## config.mk

```make
export PLATFORM = sky130hd
export DESIGN_NAME = unidad_destino_pipeline
export DESIGN_NICKNAME = d
export VERILOG_FILES = /design/src/rtl/unidad_destino_pipeline_pkg.sv /design/src/rtl/detector_load_use.sv /design/src/rtl/unidad_destino_pipeline.sv
export SDC_FILE = /design/constraint.sdc
export NUM_CORES = 1
export LEC_CHECK = 0
export ABC_AREA = 1
export CAP_MARGIN = 20
export CORE_MARGIN = 1.5
export CORE_UTILIZATION = 50
export DETAILED_ROUTE_END_ITERATION = 10
export DONT_BUFFER_PORTS = 1
export PLACE_DENSITY = 0.63
export SYNTH_ARGS = -nofsm -noshare
export SYNTH_HDL_FRONTEND = slang
export SYNTH_SLANG_ARGS = --single-unit
```

## constraint.sdc

```tcl
create_clock -name i_clock -period 1.9 [get_ports i_clock]
set_input_delay 0.285 -clock i_clock [delete_from_list [all_inputs] [get_ports i_clock]]
set_output_delay 0.285 -clock i_clock [all_outputs]
set_load 0.02 [all_outputs]
```

## src/rtl/unidad_destino_pipeline_pkg.sv

```systemverilog
// Shared types and constants for the destination-tracking pipeline and its load-use detector.
package unidad_destino_pipeline_pkg;

  typedef enum logic {
    NORMAL  = 1'b0,
    BURBUJA = 1'b1
  } estado_t;

  localparam int unsigned REGISTRO_CERO      = 0;
  localparam int unsigned ANCHO_ADDR_DEF     = 5;
  localparam int unsigned ANCHO_CONTADOR_DEF = 16;

endpackage

```

## src/rtl/detector_load_use.sv

```systemverilog
// Raw load-use condition: EX load targets a non-zero register read by the ID instruction.
module detector_load_use
  import unidad_destino_pipeline_pkg::*;
#(
  parameter int unsigned CANT_BITS_ADDR_REGISTROS = ANCHO_ADDR_DEF
) (
  input  logic [CANT_BITS_ADDR_REGISTROS-1:0] i_registro_destino_ex,
  input  logic                                i_reg_write_ex,
  input  logic                                i_mem_read_ex,
  input  logic [CANT_BITS_ADDR_REGISTROS-1:0] i_rs_id,
  input  logic [CANT_BITS_ADDR_REGISTROS-1:0] i_rt_id,
  output logic                                o_load_use
);

  logic w_destino_no_cero;
  logic w_coincide;

  assign w_destino_no_cero = (i_registro_destino_ex != CANT_BITS_ADDR_REGISTROS'(REGISTRO_CERO));
  assign w_coincide        = (i_registro_destino_ex == i_rs_id) | (i_registro_destino_ex == i_rt_id);
  assign o_load_use        = i_mem_read_ex & i_reg_write_ex & w_destino_no_cero & w_coincide;

endmodule

```

## src/rtl/unidad_destino_pipeline.sv

```systemverilog
// EX->MEM->WB destination/write-flag pipeline with load-use stall FSM and saturating bubble counter.
// Optional feature: define DESTINO_ZERO_FILTER_EN to clear write flags targeting register 0.
module unidad_destino_pipeline
  import unidad_destino_pipeline_pkg::*;
#(
  parameter int unsigned CANT_BITS_ADDR_REGISTROS = ANCHO_ADDR_DEF,
  parameter int unsigned CANT_BITS_CONTADOR       = ANCHO_CONTADOR_DEF
) (
  input  logic                                i_clock,
  input  logic                                i_reset,
  input  logic                                i_enable,
  input  logic                                i_flush_ex,
  input  logic [CANT_BITS_ADDR_REGISTROS-1:0] i_registro_destino_ex,
  input  logic                                i_reg_write_ex,
  input  logic                                i_mem_read_ex,
  input  logic [CANT_BITS_ADDR_REGISTROS-1:0] i_rs_id,
  input  logic [CANT_BITS_ADDR_REGISTROS-1:0] i_rt_id,
  output logic [CANT_BITS_ADDR_REGISTROS-1:0] o_registro_destino_mem,
  output logic [CANT_BITS_ADDR_REGISTROS-1:0] o_registro_destino_wb,
  output logic                                o_reg_write_mem,
  output logic                                o_reg_write_wb,
  output logic                                o_mem_read_mem,
  output logic                                o_stall,
  output logic [CANT_BITS_CONTADOR-1:0]       o_contador_burbujas
);

  localparam logic [CANT_BITS_CONTADOR-1:0] CONTADOR_MAX = '1;

  logic [CANT_BITS_ADDR_REGISTROS-1:0] r_destino_mem;
  logic [CANT_BITS_ADDR_REGISTROS-1:0] r_destino_wb;
  logic                                r_reg_write_mem;
  logic                                r_reg_write_wb;
  logic                                r_mem_read_mem;
  logic [CANT_BITS_CONTADOR-1:0]       r_contador;
  estado_t                             r_estado;
  estado_t                             w_estado_next;
  logic                                w_load_use;
  logic                                w_stall;
  logic                                w_reg_write_ex;

  detector_load_use #(
    .CANT_BITS_ADDR_REGISTROS(CANT_BITS_ADDR_REGISTROS)
  ) u_detector (
    .i_registro_destino_ex(i_registro_destino_ex),
    .i_reg_write_ex       (i_reg_write_ex),
    .i_mem_read_ex        (i_mem_read_ex),
    .i_rs_id              (i_rs_id),
    .i_rt_id              (i_rt_id),
    .o_load_use           (w_load_use)
  );

`ifdef DESTINO_ZERO_FILTER_EN
  assign w_reg_write_ex = i_reg_write_ex
                        & (i_registro_destino_ex != CANT_BITS_ADDR_REGISTROS'(REGISTRO_CERO));
`else
  assign w_reg_write_ex = i_reg_write_ex;
`endif

  // Stall is also masked during reset so every output reads 0 while it is held.
  always_comb begin
    w_estado_next = r_estado;
    w_stall       = 1'b0;
    case (r_estado)
      NORMAL: begin
        w_stall = w_load_use & ~i_flush_ex & i_enable & ~i_reset;
        if (w_stall) w_estado_next = BURBUJA;
      end
      BURBUJA: begin
        if (i_enable) w_estado_next = NORMAL;
      end
      default: w_estado_next = NORMAL;
    endcase
  end

  always_ff @(posedge i_clock or posedge i_reset) begin
    if (i_reset) r_estado <= NORMAL;
    else         r_estado <= w_estado_next;
  end

  always_ff @(posedge i_clock or posedge i_reset) begin
    if (i_reset) begin
      r_destino_mem   <= '0;
      r_destino_wb    <= '0;
      r_reg_write_mem <= 1'b0;
      r_reg_write_wb  <= 1'b0;
      r_mem_read_mem  <= 1'b0;
      r_contador      <= '0;
    end else if (i_enable) begin
      if (i_flush_ex) begin
        r_destino_mem   <= '0;
        r_reg_write_mem <= 1'b0;
        r_mem_read_mem  <= 1'b0;
      end else begin
        r_destino_mem   <= i_registro_destino_ex;
        r_reg_write_mem <= w_reg_write_ex;
        r_mem_read_mem  <= i_mem_read_ex;
      end
      r_destino_wb   <= r_destino_mem;
      r_reg_write_wb <= r_reg_write_mem;
      if (w_stall && (r_contador != CONTADOR_MAX))
        r_contador <= r_contador + CANT_BITS_CONTADOR'(1);
    end
  end

  assign o_registro_destino_mem = r_destino_mem;
  assign o_registro_destino_wb  = r_destino_wb;
  assign o_reg_write_mem        = r_reg_write_mem;
  assign o_reg_write_wb         = r_reg_write_wb;
  assign o_mem_read_mem         = r_mem_read_mem;
  assign o_stall                = w_stall;
  assign o_contador_burbujas    = r_contador;

endmodule

```

### After elaboration in Yosys (flattened, before gate mapping)

Cells that the tools add are included.
Widths: inputs -> output; s select.

* register bits: 30
* input port bits: 21
* output and inout bits: 30

* add/sub/neg operators: 1
* equality and inequality tests: 3
* muxes and demuxes: 7
* bitwise gates (word level): 10
* reduce and logical (&&, ||, !) cells: 3

Operator list (count)
* $add 16x1->16 const B: 1
* $ne 16x16->1 const B: 1
* $eq 5x5->1: 2
* $and 1x1->1: 6
* $mux 1: 5
* $mux 5: 1
* $reduce_bool 5->1: 1
* $not 1->1: 3
* $pmux 1 s2: 1
* $reduce_and 2->1: 1
* $logic_and 1x1->1: 1
* $or 1x1->1: 1

### Logic depth before layout (Yosys ltp)

* depth in word-level cells: 9
* gate-level depth with buffers: 10
* depth with buffers taken out: 9

### Cells and area by module

From an unflattened synthesis, not the netlist that was laid out.

* cell total of the unflattened synthesis: 261
* area, all modules: 1888.1 um^2

Modules (own cells, without submodules)
* unidad_destino_pipeline: times used 1, cells each 216, area an instance 1685.4 um^2, sequential area each 750.7 um^2
* detector_load_use: times used 1, cells each 45, area an instance 202.7 um^2, sequential area each 0.0 um^2

### Least setup slack after synthesis

OpenSTA, ideal clock, no wires.

* kind: register -> register
* from: register r_contador[0] (netlist: o_contador_burbujas[0])
* to: register r_contador[11] (netlist: o_contador_burbujas[11])
* arrival: 1.543 ns
* required time: 1.834 ns
* setup slack: 0.291 ns
* stages on the path, launching flop included: 9
* buffers on the path: 1
* clock period less this slack: 1.609 ns
* cell sequence: dfrtp_1 ha_1 nand3_1 inv_1 nand4_4 nand3_4 buf_4 nand2_1 nand2_1

* cells in the longest elaborated chain, start to end: 3
* elaborated cells between the ends (all ways): 4

Ends and longest elaborated chain
* start, declared: line unidad_destino_pipeline.sv:34 `logic [CANT_BITS_CONTADOR-1:0] r_contador;`
* start signal, assigned: line unidad_destino_pipeline.sv:101 `r_contador <= r_contador + CANT_BITS_CONTADOR'(1);`
* branches (longest 3 deep; another with $add 16x1->16)

Several ways; the timed one is not identified.
A chain may end at the register's enable or synchronous reset.

### Final worst setup path

* from: register r_estado
* to: output port o_stall

* cells in the longest elaborated chain, start to end: 1

Ends and longest elaborated chain
* start, declared: line unidad_destino_pipeline.sv:35 `estado_t r_estado;`
* start signal, assigned: line unidad_destino_pipeline.sv:77 `else r_estado <= w_estado_next;`
* $mux 1: line unidad_destino_pipeline.sv:63 `case (r_estado)`
* end, declared: line unidad_destino_pipeline.sv:23 `output logic o_stall,`

Every way passes these cells.

==> flow_metrics.tcl <==
set metrics [dict create \
    dp_hpwl_mm 3.01 \
    start_util 0.527 \
    finalHoldViolCount 0 \
    relSlewSlack 0.709 \
    timing.final.max_slew_violations 0 \
    synth_area_leaders "dfrtp_1 42%, nand2_1 18%, inv_1 7.8%" \
    antenna_found_initial 0 \
    max_stage_delay_ps 390 \
    fin_crit_ps 1730 \
    ys_seq_area_frac 0.420 \
    synthMostInstantiatedCell "nand2_1" \
    drtPass1Iterations 4 \
    power_density_nw_per_um2 664 \
    ys_ff_latch 30 \
    utilization 0.604 \
    dp_cells 307 \
    grt_max_degree 23 \
    ys_types 24 \
    yosys-top-cells-count "84 x nand2_1, 37 x inv_1, 30 x dfrtp_1" \
    cp-end-kind "primary output" \
    die_h_um 62.8 \
    worstSetupPathType "flip-flop to primary output" \
    rsz0062_at_grt "false" \
    critPathMaxFanout 3 \
    core-area_um2 3390 \
    fill_cells 315 \
    p_leak_nw 1.10 \
    finalWirelength_mm 4.01 \
    globalplace.congestion 0.873 \
    crit_top_cell "nand2_1" \
    synth_edf_count 0 \
    min-delay-start "i_enable" \
    min_period_over_period 0.911 \
    synth_cells 248 \
    syn_nets 270 \
    ant_nets 0 \
    finalSetupTns_ps 0 \
    outcome "completed" \
    postCtsSetupBuffers 0 \
    cp.required_ps 1620 \
    cts_tree "done" \
    synth_area_per_cell_um2 7.20 \
    cts_made_buffers 5 \
    grt_pass1_wl_mm 7.07 \
    vias 1628 \
    grt.total_usage 0.228 \
    final_cells 315 \
    portBuffers 0 \
    finalSetupViolCount 0 \
    htreeDepth 2 \
    worstSkewPairLatency_ps 330 \
    rr_startpoint "o_contador_burbujas[0]" \
    antennaDiodeCount 0 \
    pin_count 51 \
    ys.flop_type "dfrtp_1" \
    drt_iter0_markers 105 \
    synth_largest_area_cell "dfrtp_1" \
    p_total_mw 1.36 \
    synth_top_cell_area_share 0.420 \
    path_cells "nor3_1, nand2_1, a21oi_4, nand2_1, inv_1" \
    regToRegEndpoint "o_contador_burbujas[0]" \
    path_clk_slew_ps 100 \
    max_freq_ghz 0.578 \
    drive_above_1_share 0.126 \
    synthToLayoutAreaGrowth_pct 14.6 \
    drc_errors 0 \
    cts-resized-gates 0 \
    grt_pass1_vias 1626 \
    layout.nets 291 \
    cts_buffer_depth 2 \
    hold_path_end "o_registro_destino_wb[2]" \
    die_w_um 62.8 \
    wire_per_inst_um 12.7 \
    synth-async-reset-ratio 1.00 \
    crit_slowest_cell "dfrtp_1" \
    arrival_ps 1450 \
    clock_skew_ps 9.73 \
    hold_ws_ps 19.6 \
    cts_root_buf "clkbuf_4" \
    rows 21 \
    hold_depth 1 \
    cp-start-kind "flip-flop" \
    vdd_drop_max_uv 586 \
    synth_warnings 0 \
    grt_overflow 0 \
    die_area_um2 3940 \
    tightest_slew_ps 433 \
    hp-class "primary input to flip-flop" \
    synth_area_um2 1790 \
    r2r_cells 7 \
    max_cap_viol_count 0 \
    via_per_inst 5.17 \
    clkSinkCount 30 \
    rrSetupSlack_ps 260 \
]
## layout by cell type, fill, tap and decap left out, drive strengths merged
| cell type | netlist | layout |
|---|---|---|
| o22ai | 7 | 7 |
| nand4 | 21 | 21 |
| ha | 1 | 1 |
| xor2 | 3 | 3 |
| nand3 | 10 | 10 |
| xnor2 | 6 | 6 |
| dlygate4sd3 | 0 | 1 |
| and2 | 1 | 1 |
| nand2 | 86 | 86 |
| nor2 | 27 | 27 |
| a21oi | 7 | 7 |
| dfrtp | 30 | 30 |
| inv | 37 | 37 |
| nor3 | 3 | 3 |
| o21ai | 3 | 3 |
| clkbuf | 1 | 6 |
| bufinv | 0 | 1 |
| buf | 5 | 19 |
## repair_timing
item,CTS,global route
hold buffers,1,0
setup endpoints to repair,0,0
hold endpoints to repair,8,0
## kinds of logic after synthesis
group | Yosys count | share of synthesized area
DFF | 30 | 0.420
xor gates and xnor gates | 9 | 0.0442
adders and majority gates | 1 | 0.00701
AOI/OAI and AO/OA | 17 | 0.0589
and+or+nand+nor | 148 | 0.375
buffers and inverters | 43 | 0.0946
## critical path: cells and delay by family, from the launching register on
| family | cells | cell delay (ps) |
|---|---|---|
| AOI/OAI and AO/OA | 1 | 180 |
| and+or+nand+nor | 3 | 370 |
| DFF | 1 | 390 |
| buffers and inverters | 1 | 160 |
## layout make-up
cell class	instances	area, um2	share of cell area
Inverter	37	139	0.0678
Timing Repair Buffer	20	153	0.0746
Tap cell	46	57.6	0.0281
Sequential cell	30	751	0.367
Multi-Input combinational cell	175	866	0.423
Clock buffer	6	51.3	0.0251
Clock inverter	1	30.0	0.0147
## metal layers
layer	wire length, um	global-route usage
met1	1930	0.293
met2	1750	0.362
met3	272	0.0739
met4	57	0.0778
met5	0	0
## metrics by stage
step / area, um2 / worst slack (ps)
floorplan: 1790 / 291
global placement: 1960 / 327
detailed placement: 1960 / 266
CTS: 2050 / 156
global route: 2050 / 10.5
finish: 2050 / 170
## power breakdown
| group | internal [mW] | leakage [nW] | total, mW | switching, mW |
|---|---|---|---|---|
| sequential | 0.667 | 0.400 | 0.719 | 0.0520 |
| combinational | 0.0427 | 0.658 | 0.114 | 0.0715 |
| clock | 0.306 | 0.0443 | 0.526 | 0.220 |
## worst max path at each step
stage / startpoint / end / slack, ps / depth (start not counted)
floorplan: o_contador_burbujas[0] / o_contador_burbujas[11] / 290 / 8
global placement: o_contador_burbujas[1] / o_contador_burbujas[10] / 330 / 7
detailed placement: o_contador_burbujas[0] / o_contador_burbujas[0] / 270 / 7
CTS: r_estado / o_stall / 160 / 5
global route: r_estado / o_stall / 10 / 5
finish: r_estado / o_stall / 170 / 5
## sequential cells by signal, indices dropped and copies added (netlist names)
| signal | count |
|---|---|
| o_reg_write_mem | 1 |
| o_registro_destino_wb | 5 |
| o_contador_burbujas | 16 |
| o_mem_read_mem | 1 |
| o_registro_destino_mem | 5 |
| o_reg_write_wb | 1 |
| r_estado | 1 |
Note: power is estimated with default switching activity, not from simulation.
